<file path="src/rtl/fetch_prefetch_queue_pkg.sv">
// Shared constants for the instruction fetch front end.
//   FPQ_DATA_WIDTH  : instruction word and address width
//   FPQ_RESET_PC    : default first fetch address after reset
//   FPQ_INSTR_BYTES : byte stride between sequential fetch addresses
package fetch_prefetch_queue_pkg;

  localparam int FPQ_DATA_WIDTH = 32;
  localparam logic [FPQ_DATA_WIDTH-1:0] FPQ_RESET_PC = 32'h0000_0000;
  localparam int FPQ_INSTR_BYTES = 4;

endpackage

</file>
<file path="src/rtl/fetch_prefetch_queue_fifo.sv">
// fetch_fifo: synchronous FIFO holding {instruction, address} entries for the
// prefetch queue.
//   clk, reset   : clock, asynchronous active-low reset (pointers/count only)
//   clear        : synchronous discard of all entries
//   push/push_data : enqueue request and payload
//   pop          : dequeue the head entry (ignored when empty)
//   head_data    : oldest entry, meaningful only when count != 0
//   count        : current occupancy, 0..DEPTH
module fetch_fifo #(
  parameter int WIDTH = 64,
  parameter int DEPTH = 4
) (
  input  logic                     clk,
  input  logic                     reset,
  input  logic                     clear,
  input  logic                     push,
  input  logic [WIDTH-1:0]         push_data,
  input  logic                     pop,
  output logic [WIDTH-1:0]         head_data,
  output logic [$clog2(DEPTH):0]   count
);

  localparam int PW  = $clog2(DEPTH);
  localparam int CW  = PW + 1;
  localparam logic [CW-1:0] FULL = CW'(DEPTH);

  logic [WIDTH-1:0] mem [DEPTH];
  logic [PW-1:0]    wr_ptr;
  logic [PW-1:0]    rd_ptr;
  logic             do_push;
  logic             do_pop;

  assign do_pop  = pop && (count != '0);
  // A full queue still accepts a push when the head leaves on the same edge.
  assign do_push = push && ((count != FULL) || do_pop);

  always_ff @(posedge clk or negedge reset) begin
    if (!reset) begin
      wr_ptr <= '0;
      rd_ptr <= '0;
      count  <= '0;
    end else if (clear) begin
      wr_ptr <= '0;
      rd_ptr <= '0;
      count  <= '0;
    end else begin
      // Pointers are PW bits wide, so they wrap modulo DEPTH for free.
      if (do_push) wr_ptr <= wr_ptr + PW'(1);
      if (do_pop)  rd_ptr <= rd_ptr + PW'(1);
      count <= count + CW'(do_push) - CW'(do_pop);
    end
  end

  // Storage carries no reset; entries are only observed through count.
  always_ff @(posedge clk) begin
    if (do_push && !clear) mem[wr_ptr] <= push_data;
  end

  assign head_data = mem[rd_ptr];

endmodule

</file>
<file path="src/rtl/fetch_prefetch_queue.sv">
// fetch_prefetch_queue: sequential instruction prefetcher with a credit-based
// request stream, in-order cache responses, a prefetch queue, and redirect /
// flush handling that discards responses of abandoned fetches.
//   clk, reset                : clock, asynchronous active-low reset
//   stall                     : decode not ready, head entry is held
//   flush                     : discard queue, replay from oldest unconsumed address
//   exception / handler addr  : highest-priority redirect
//   branch / branch_target    : redirect below exception
//   cache_req_valid/addr/ready: fetch request handshake
//   cache_valid / cache_in    : in-order response stream
//   instruction_*_out         : queue head, its address, address+4, non-empty flag
module fetch_prefetch_queue
  import fetch_prefetch_queue_pkg::*;
#(
  parameter int DATA_WIDTH = FPQ_DATA_WIDTH,
  parameter int DEPTH      = 4,
  parameter logic [DATA_WIDTH-1:0] RESET_PC = DATA_WIDTH'(FPQ_RESET_PC)
) (
  input  logic                  clk,
  input  logic                  reset,
  input  logic                  stall,
  input  logic                  flush,
  input  logic                  exception,
  input  logic [DATA_WIDTH-1:0] exception_handler_address,
  input  logic                  branch,
  input  logic [DATA_WIDTH-1:0] branch_target,
  output logic                  cache_req_valid,
  output logic [DATA_WIDTH-1:0] cache_req_addr,
  input  logic                  cache_req_ready,
  input  logic                  cache_valid,
  input  logic [DATA_WIDTH-1:0] cache_in,
  output logic [DATA_WIDTH-1:0] instruction_out,
  output logic [DATA_WIDTH-1:0] instruction_address_out,
  output logic [DATA_WIDTH-1:0] pc_plus_4_out,
  output logic                  instruction_valid_out
);

  localparam int CW  = $clog2(DEPTH) + 1;
  localparam int CW1 = CW + 1;
  localparam logic [CW1-1:0]        CREDIT_LIMIT = CW1'(DEPTH);
  localparam logic [DATA_WIDTH-1:0] STEP         = DATA_WIDTH'(FPQ_INSTR_BYTES);

  function automatic logic [DATA_WIDTH-1:0] word_align(input logic [DATA_WIDTH-1:0] a);
    return {a[DATA_WIDTH-1:2], 2'b00};
  endfunction

  logic [DATA_WIDTH-1:0]   fetch_pc;
  logic [CW-1:0]           outstanding;
  logic [CW-1:0]           drop_cnt;
  logic [CW-1:0]           occupancy;
  logic [CW-1:0]           live;
  logic [CW-1:0]           outstanding_nxt;
  logic [DATA_WIDTH-1:0]   oldest_live_addr;
  logic [DATA_WIDTH-1:0]   flush_pc;
  logic [2*DATA_WIDTH-1:0] head_entry;
  logic [DATA_WIDTH-1:0]   head_addr;
  logic                    redirect;
  logic                    action;
  logic                    handshake;
  logic                    resp_taken;
  logic                    resp_drop;
  logic                    push;
  logic                    pop;

  assign redirect = exception | branch;
  assign action   = redirect | flush;

  // Credits cover both queued entries and fetches still in flight, so every
  // response always has a free slot waiting for it.
  assign cache_req_valid = reset && !action &&
                           (({1'b0, occupancy} + {1'b0, outstanding}) < CREDIT_LIMIT);
  assign cache_req_addr  = fetch_pc;
  assign handshake       = cache_req_valid && cache_req_ready;

  // A response with nothing outstanding is spurious and ignored entirely.
  assign resp_taken = cache_valid && (outstanding != '0);
  assign resp_drop  = resp_taken && ((drop_cnt != '0) || action);
  assign push       = resp_taken && !resp_drop;

  assign instruction_valid_out = (occupancy != '0);
  assign pop                   = instruction_valid_out && !stall;

  // Responses still worth keeping were requested sequentially since the last
  // redirect, ending just below fetch_pc; the oldest of them owns this response.
  assign live             = outstanding - drop_cnt;
  assign oldest_live_addr = fetch_pc - DATA_WIDTH'({live, 2'b00});
  assign outstanding_nxt  = outstanding + CW'(handshake) - CW'(resp_taken);

  // Replay point: head of queue, else oldest live fetch, else where we were.
  always_comb begin
    flush_pc = fetch_pc;
    if (instruction_valid_out) flush_pc = head_addr;
    else if (live != '0)       flush_pc = oldest_live_addr;
  end

  always_ff @(posedge clk or negedge reset) begin
    if (!reset) begin
      fetch_pc    <= RESET_PC;
      outstanding <= '0;
      drop_cnt    <= '0;
    end else begin
      outstanding <= outstanding_nxt;
      if (exception) begin
        fetch_pc <= word_align(exception_handler_address);
        drop_cnt <= outstanding_nxt;
      end else if (branch) begin
        fetch_pc <= word_align(branch_target);
        drop_cnt <= outstanding_nxt;
      end else if (flush) begin
        fetch_pc <= flush_pc;
        drop_cnt <= outstanding_nxt;
      end else begin
        if (handshake) fetch_pc <= fetch_pc + STEP;
        if (resp_taken && (drop_cnt != '0)) drop_cnt <= drop_cnt - CW'(1);
      end
    end
  end

  fetch_fifo #(
    .WIDTH (2*DATA_WIDTH),
    .DEPTH (DEPTH)
  ) u_fifo (
    .clk       (clk),
    .reset     (reset),
    .clear     (action),
    .push      (push),
    .push_data ({cache_in, oldest_live_addr}),
    .pop       (pop),
    .head_data (head_entry),
    .count     (occupancy)
  );

  assign head_addr               = head_entry[DATA_WIDTH-1:0];
  assign instruction_out         = instruction_valid_out ? head_entry[2*DATA_WIDTH-1:DATA_WIDTH] : '0;
  assign instruction_address_out = instruction_valid_out ? head_addr : '0;
  assign pc_plus_4_out           = instruction_valid_out ? head_addr + STEP : '0;

endmodule

</file>
<file path="config.mk">
export PLATFORM = sky130hd
export DESIGN_NAME = fetch_prefetch_queue
export DESIGN_NICKNAME = d
export VERILOG_FILES = /design/src/rtl/fetch_prefetch_queue_pkg.sv /design/src/rtl/fetch_prefetch_queue_fifo.sv /design/src/rtl/fetch_prefetch_queue.sv
export SDC_FILE = /design/constraint.sdc
export NUM_CORES = 1
export LEC_CHECK = 0
export BUFFER_PORTS_ARGS = -buffer_cell sky130_fd_sc_hd__buf_4
export CAP_MARGIN = 40
export CORE_UTILIZATION = 45
export DETAILED_ROUTE_END_ITERATION = 7
export PLACE_DENSITY = 0.7
export SLEW_MARGIN = 20
export SYNTH_ARGS = -nofsm -noshare
export SYNTH_HDL_FRONTEND = slang
export SYNTH_SLANG_ARGS = --single-unit
</file>
<file path="constraint.sdc">
create_clock -name clk -period 8.1 [get_ports clk]
set_input_delay 1.215 -clock clk [delete_from_list [all_inputs] [get_ports clk]]
set_output_delay 1.215 -clock clk [all_outputs]
set_load 0.02 [all_outputs]
</file>
Word level (Yosys, flattened, before mapping)
Memories as Yosys holds them, arrays and structs flattened.
Index checks and enable logic that the tools add are counted.

word-level totals
  register bits after elaboration = 45
  latch bits = 0
  bits in writable memories = 256
  memory bits (read-only) = 0
  bits of input ports = 104
  word-level logic and storage cells = 69
  memories = 1

cells by class
  $add $sub $neg = 12
  multipliers = 0
  div/mod/pow operators = 0
  order comparisons = 1
  equal/unequal tests = 2
  shift operators = 0
  multiplexer cells = 20
  bitwise gates (word level) = 2
  reductions and logical operators = 25

memories
  name        depth  bits a word  rd ports  clocked after memory_dff  write ports  RTL line                         RTL
  u_fifo.mem  4      64           1         0                         1            fetch_prefetch_queue_fifo.sv:27  logic [WIDTH-1:0] mem [DEPTH];

operator list
  operator                                                                 number
  32-bit two-way mux                                                       9
  32-bit by 3-bit adder with 32-bit output, second input constant          2
  32-bit by 5-bit subtractor with 32-bit output                            1
  3-bit two-way mux                                                        5
  3-bit nonzero test                                                       4
  1-bit logical AND                                                        11
  2-bit two-way mux                                                        4
  4-bit nonzero test                                                       2
  3-bit by 1-bit adder with 3-bit output                                   2
  3-bit by 1-bit subtractor with 3-bit output                              2
  5-bit by 1-bit inequality test with 1-bit output, second input constant  1
  2-bit by 1-bit adder with 2-bit output, second input constant            2
  3-bit by 3-bit adder with 4-bit output                                   1
  4-bit by 3-bit < comparator with 1-bit output, second input constant     1
  2-bit nonzero test                                                       2
  1-bit logical NOT                                                        3
  3-bit inequality test, second input constant                             1
  3-bit by 1-bit subtractor with 3-bit output, second input constant       1
  3-bit subtractor                                                         1
  1-bit logical OR                                                         2
  1-bit two-way mux                                                        2
  1-bit bitwise OR                                                         2
  2-bit AND reduction                                                      1

Longest topological paths before layout
  depth after elaboration = 11
  depth in mapped cells = 14

Modules after synthesis
Synthesis repeated with hierarchy kept, for this count alone.

unflattened totals
  cells, all modules = 1100
  area, all modules = 14776.7 um2

modules (own cells, without submodules)
  module                times used  cells an instance  area each (um2)  sequential area each (um2)
  fetch_fifo            1           378                9695.5           7862.5
  fetch_prefetch_queue  1           722                5081.1           950.9

Least setup slack after synthesis
OpenSTA, ideal clock, no wires.

  path type = input to register
  from = input port exception
  to = memory u_fifo.mem[0][0] (enable)
  data arrival time = 4.009 ns
  setup slack = 3.662 ns
  stages on the path = 5
  cell sequence = clkbuf_1 > nor3_1 > o311ai_0 > nor2_1 > and2_1

between the ends
  cells in the longest elaborated chain, start to end = 10
  elaborated cells between the ends (all ways) = 11

RTL lines
  element                                      RTL line                         RTL
  start: declaration                           fetch_prefetch_queue.sv:23       input logic exception,
  1-bit bitwise OR (*)                         fetch_prefetch_queue.sv:65       assign redirect = exception | branch;
  1-bit bitwise OR (*)                         fetch_prefetch_queue.sv:66       assign action = redirect | flush;
  1-bit logical OR                             fetch_prefetch_queue.sv:77       assign resp_drop = resp_taken && ((drop_cnt != '0) || action);
  1-bit logical AND                            fetch_prefetch_queue.sv:77
  1-bit logical NOT                            fetch_prefetch_queue.sv:78       assign push = resp_taken && !resp_drop;
  1-bit logical AND                            fetch_prefetch_queue.sv:78
  1-bit logical AND                            fetch_prefetch_queue_fifo.sv:35  assign do_push = push && ((count != FULL) || do_pop);
  1-bit logical AND (*)                        fetch_prefetch_queue_fifo.sv:56  if (do_push && !clear) mem[wr_ptr] <= push_data;
  1-bit two-way mux (*)                        fetch_prefetch_queue_fifo.sv:56
  1-bit two-way mux (not written as such) (*)  fetch_prefetch_queue_fifo.sv:56
  end: declaration                             fetch_prefetch_queue_fifo.sv:27

Mark *: on every way between the ends. The rest lies on a longest branch, timed or not.

Final worst setup path
  from = register u_fifo.rd_ptr[1]
  to = output port pc_plus_4_out[31]

between the ends
  cells in the longest elaborated chain, start to end = 3

RTL lines
  element                                   RTL line                         RTL
  start: declaration                        fetch_prefetch_queue_fifo.sv:29  logic [PW-1:0] rd_ptr;
  start signal: assignment                  fetch_prefetch_queue_fifo.sv:49  if (do_pop) rd_ptr <= rd_ptr + PW'(1);
  memory read 4 x 64 bit                    n/a
  32-bit by 3-bit adder with 32-bit output  fetch_prefetch_queue.sv:136      assign pc_plus_4_out = instruction_valid_out ? head_addr + STEP : '0;
  32-bit two-way mux                        fetch_prefetch_queue.sv:136
  end: declaration                          fetch_prefetch_queue.sv:34       output logic [DATA_WIDTH-1:0] pc_plus_4_out,

Every way passes these cells.

==> metrics.cfg <==
[job]
drv_cap = 0

[layout]
fill_cells = 2728
n_antenna_cell = 0
fin_cells = 1775
fin_nets = 1436
areaGrowthSynthToFinish_pct = 20.5
drive_gt1_share_pct = 29.7
layout.area.seq_mm2 = 0.00882
multi_input_area_mm2 = 0.00559

[floorplanning]
core_area_mm2 = 0.0326
die_h_um = 184
die_area_mm2 = 0.0340
die_x_um = 184
initial_core_util_pct = 45.9
num_rows = 66
ioPinCount = 234

[clock_network]
cts_tree = built
clock_tree.htree_level_count = 1
clk_pin_slew_ps = 60
cts_setup_buffers = 0
cts_inserted_buffers = 31
cts_root_buffer = clkbuf_16
cts_buffer_depth = 3
clock-sinks = 301
cts_resized = 0
insertion_delay_ps = 580
holdBufCountCts = 0

[grt]
grt_pass1_vias = 10070
antenna_found_initial = 0
track_usage_pct = 24.1
grt_max_degree = 59
grt.overflow.total = 0
grt_pass1_wl_um = 61100

[timing]
fmax_mhz = 187
hold_viol = 0
fin_crit_ps = 5340
fin_crit_sh_pct = 65.9
fin_skew_ps = 21.1
worstMarginPinSlew_ps = 856
fin_tns_setup_ps = 0
final-setup-viol-count = 0
relSlewSlack_pct = 42.4
rsz0062_at_grt = false
slew_violations = 0

[logic_synthesis]
synth_top_area_share_pct = 51.4
syn_inst = 1108
synth-compound-area-share_pct = 7.55
syn_nets = 1234
syn-cell-area_mm2 = 0.0150
synth_top_family_by_area = simple AND/OR/NAND/NOR gates
synth.area.top_cells = edfxtp_1 51%, mux4_2 9.6%, dfrtp_1 7.5%
synth_edf_count = 256
yosys.area_share.xor_xnor_pct = 4.25
synth_common_cells = 256 x edfxtp_1, 79 x and2_1, 79 x nor2_1, 64 x mux4_2, 50 x nand2_1
synth-async-reset-ratio_pct = 15.0
syn_area_per_cell_um2 = 13.5
synth_top_area_cell = edfxtp_1
synth-simple-area-share_pct = 13.7
ys_ff_latch = 301
synth_flop_cell = edfxtp_1
muxShareOfSynthArea_pct = 9.77
yosysSeqAreaShare_pct = 58.9
yosysMostFrequentCell = edfxtp_1
synth_cell_types = 74
yosys_warnings = 0
synthAdderAreaFrac_pct = 2.04

[outcome]
status = finished clean

[worst_hold_path]
min_to = u_fifo.mem[0][1]$_DFFE_PP_
hold_start = cache_req_addr[1]$_DFFE_PN0P_
worst_hold_path_type = flop to flop
whs_path_depth = 0

[worst_setup_path]
worstPathRequired_ps = 6880
critical_path_class = flop to output port
rr_endpoint = u_fifo.mem[1][29]$_DFFE_PP_
critPathMaxFanout = 40
r2r_setup_slack_ps = 4270
r2r_start = outstanding[0]$_DFF_PN0_
worstPathArrival_ps = 4130
r2r_cells = 12
end_kind = output port
startpoint_type = flop

[power]
power_density_mw_per_mm2 = 244
vdd_drop_max_mv = 0.203
p_leak_nw = 6.46

[drt]
vias_per_cell = 5.87
first_iter_violations = 987
firstDrtPassIters = 5
wire_per_inst_um = 23.0
route.detailed.drc = 0
vias = 10416
ant_nets = 0
drt_wl_total_um = 40800

[placed_design]
routabilityCongestion = 0.935
dp_hpwl_um = 27600
numPortBuffers = 229
dp.cells = 1717

worst max-delay path, cell delays in order (launching register included):
cell     delay (ps)
dfrtp_2         860
buf_4           640
mux4_2          390
and3_1          250
and3b_1         620
nand4_1         220
xnor2_1         230
and2_1          160
buf_4           140
state kept, by name, indices dropped and copies added (netlist names):
signal          count
cache_req_addr     32
u_fifo.mem        256
u_fifo.count        3
u_fifo.rd_ptr       2
u_fifo.wr_ptr       2
drop_cnt            3
outstanding         3
metal layers:
layer  track usage [%]  part of all wire [%]  vias to the layer above
li1                  -                     -                     4629
met1              33.4                    40                     5168
met2              37.9                    47                      538
met3              4.76                    10                       81
met4              7.90                   3.1                        0
met5                 0                     0                        -
layout make-up:
cell class,count,share of cell area [%]
Inverter,32,0.666
Clock inverter,16,1.01
Tap cell,442,3.07
Clock buffer,40,4.66
Timing Repair Buffer,248,10.7
Sequential cell,301,48.9
Multi-Input combinational cell,696,31.0
worst max-delay path by stage:
stage	startpoint	to	slack, ps	depth (start not counted)
6_report	u_fifo.rd_ptr[1]$_DFFE_PN0P_	pc_plus_4_out[31]	2760	8
5_1_grt	u_fifo.rd_ptr[1]$_DFFE_PN0P_	pc_plus_4_out[31]	2610	8
4_1_cts	u_fifo.rd_ptr[1]$_DFFE_PN0P_	pc_plus_4_out[31]	2750	8
3_5_place_dp	u_fifo.rd_ptr[1]$_DFFE_PN0P_	pc_plus_4_out[31]	3370	8
3_3_place_gp	u_fifo.rd_ptr[0]$_DFFE_PN0P_	pc_plus_4_out[26]	3010	8
2_1_floorplan	exception	u_fifo.mem[0][0]$_DFFE_PP_	3660	5
layout by cell type (no fill, tap or decap), types with 6 or more instances in the layout:
| master | synthesis | routed |
|---|---|---|
| o22ai_1 | 18 | 18 |
| clkbuf_1 | 30 | 6 |
| nor3_1 | 21 | 19 |
| o21ai_0 | 32 | 32 |
| clkbuf_16 | 0 | 31 |
| and3_1 | 9 | 9 |
| a221oi_1 | 8 | 8 |
| buf_4 | 14 | 243 |
| and2_1 | 79 | 75 |
| a211oi_1 | 7 | 7 |
| inv_1 | 32 | 31 |
| xnor2_1 | 30 | 30 |
| ha_1 | 18 | 18 |
| nand3_1 | 40 | 40 |
| or2_2 | 10 | 10 |
| and4_1 | 7 | 7 |
| nand2b_1 | 7 | 7 |
| xor2_1 | 40 | 40 |
| a31oi_1 | 15 | 15 |
| nand2_1 | 50 | 50 |
| nor2_1 | 79 | 79 |
| a21oi_1 | 37 | 37 |
| nor4_1 | 9 | 9 |
| dfrtp_1 | 45 | 43 |
| edfxtp_1 | 256 | 256 |
| nand4_1 | 19 | 19 |
| mux4_2 | 64 | 64 |
report_power, final:
group          internal [W]  total [W]  switching [W]
Sequential          0.00185    0.00199       0.000142
Clock              0.000830    0.00143       0.000604
Combinational      0.000359   0.000978       0.000619
Total               0.00304    0.00440        0.00137
through the flow:
step	hold slack, ps	worst slack (ps)	total power (W)	utilization (%)	instance area (µm²)
2_1_floorplan	497	3660	0.00266	-	15000
4_1_cts	560	2750	0.00440	55.1	18000
3_5_place_dp	545	3370	0.00297	52.0	17000
3_3_place_gp	537	3010	0.00294	51.8	16900
6_report	551	2760	0.00440	55.3	18000
5_1_grt	586	2610	0.00457	55.3	18000
cells by family (layout without fill, tap and decap cells):
logic type,after synthesis,count (layout)
xor gates and xnor gates,71,71
buffers and inverters,111,336
adders and majority gates,22,22
and+or+nand+nor,366,366
DFF,301,301
AOI/OAI and AO/OA,171,171
muxes,66,66
No activity file was read; power rests on OpenSTA's default activity.
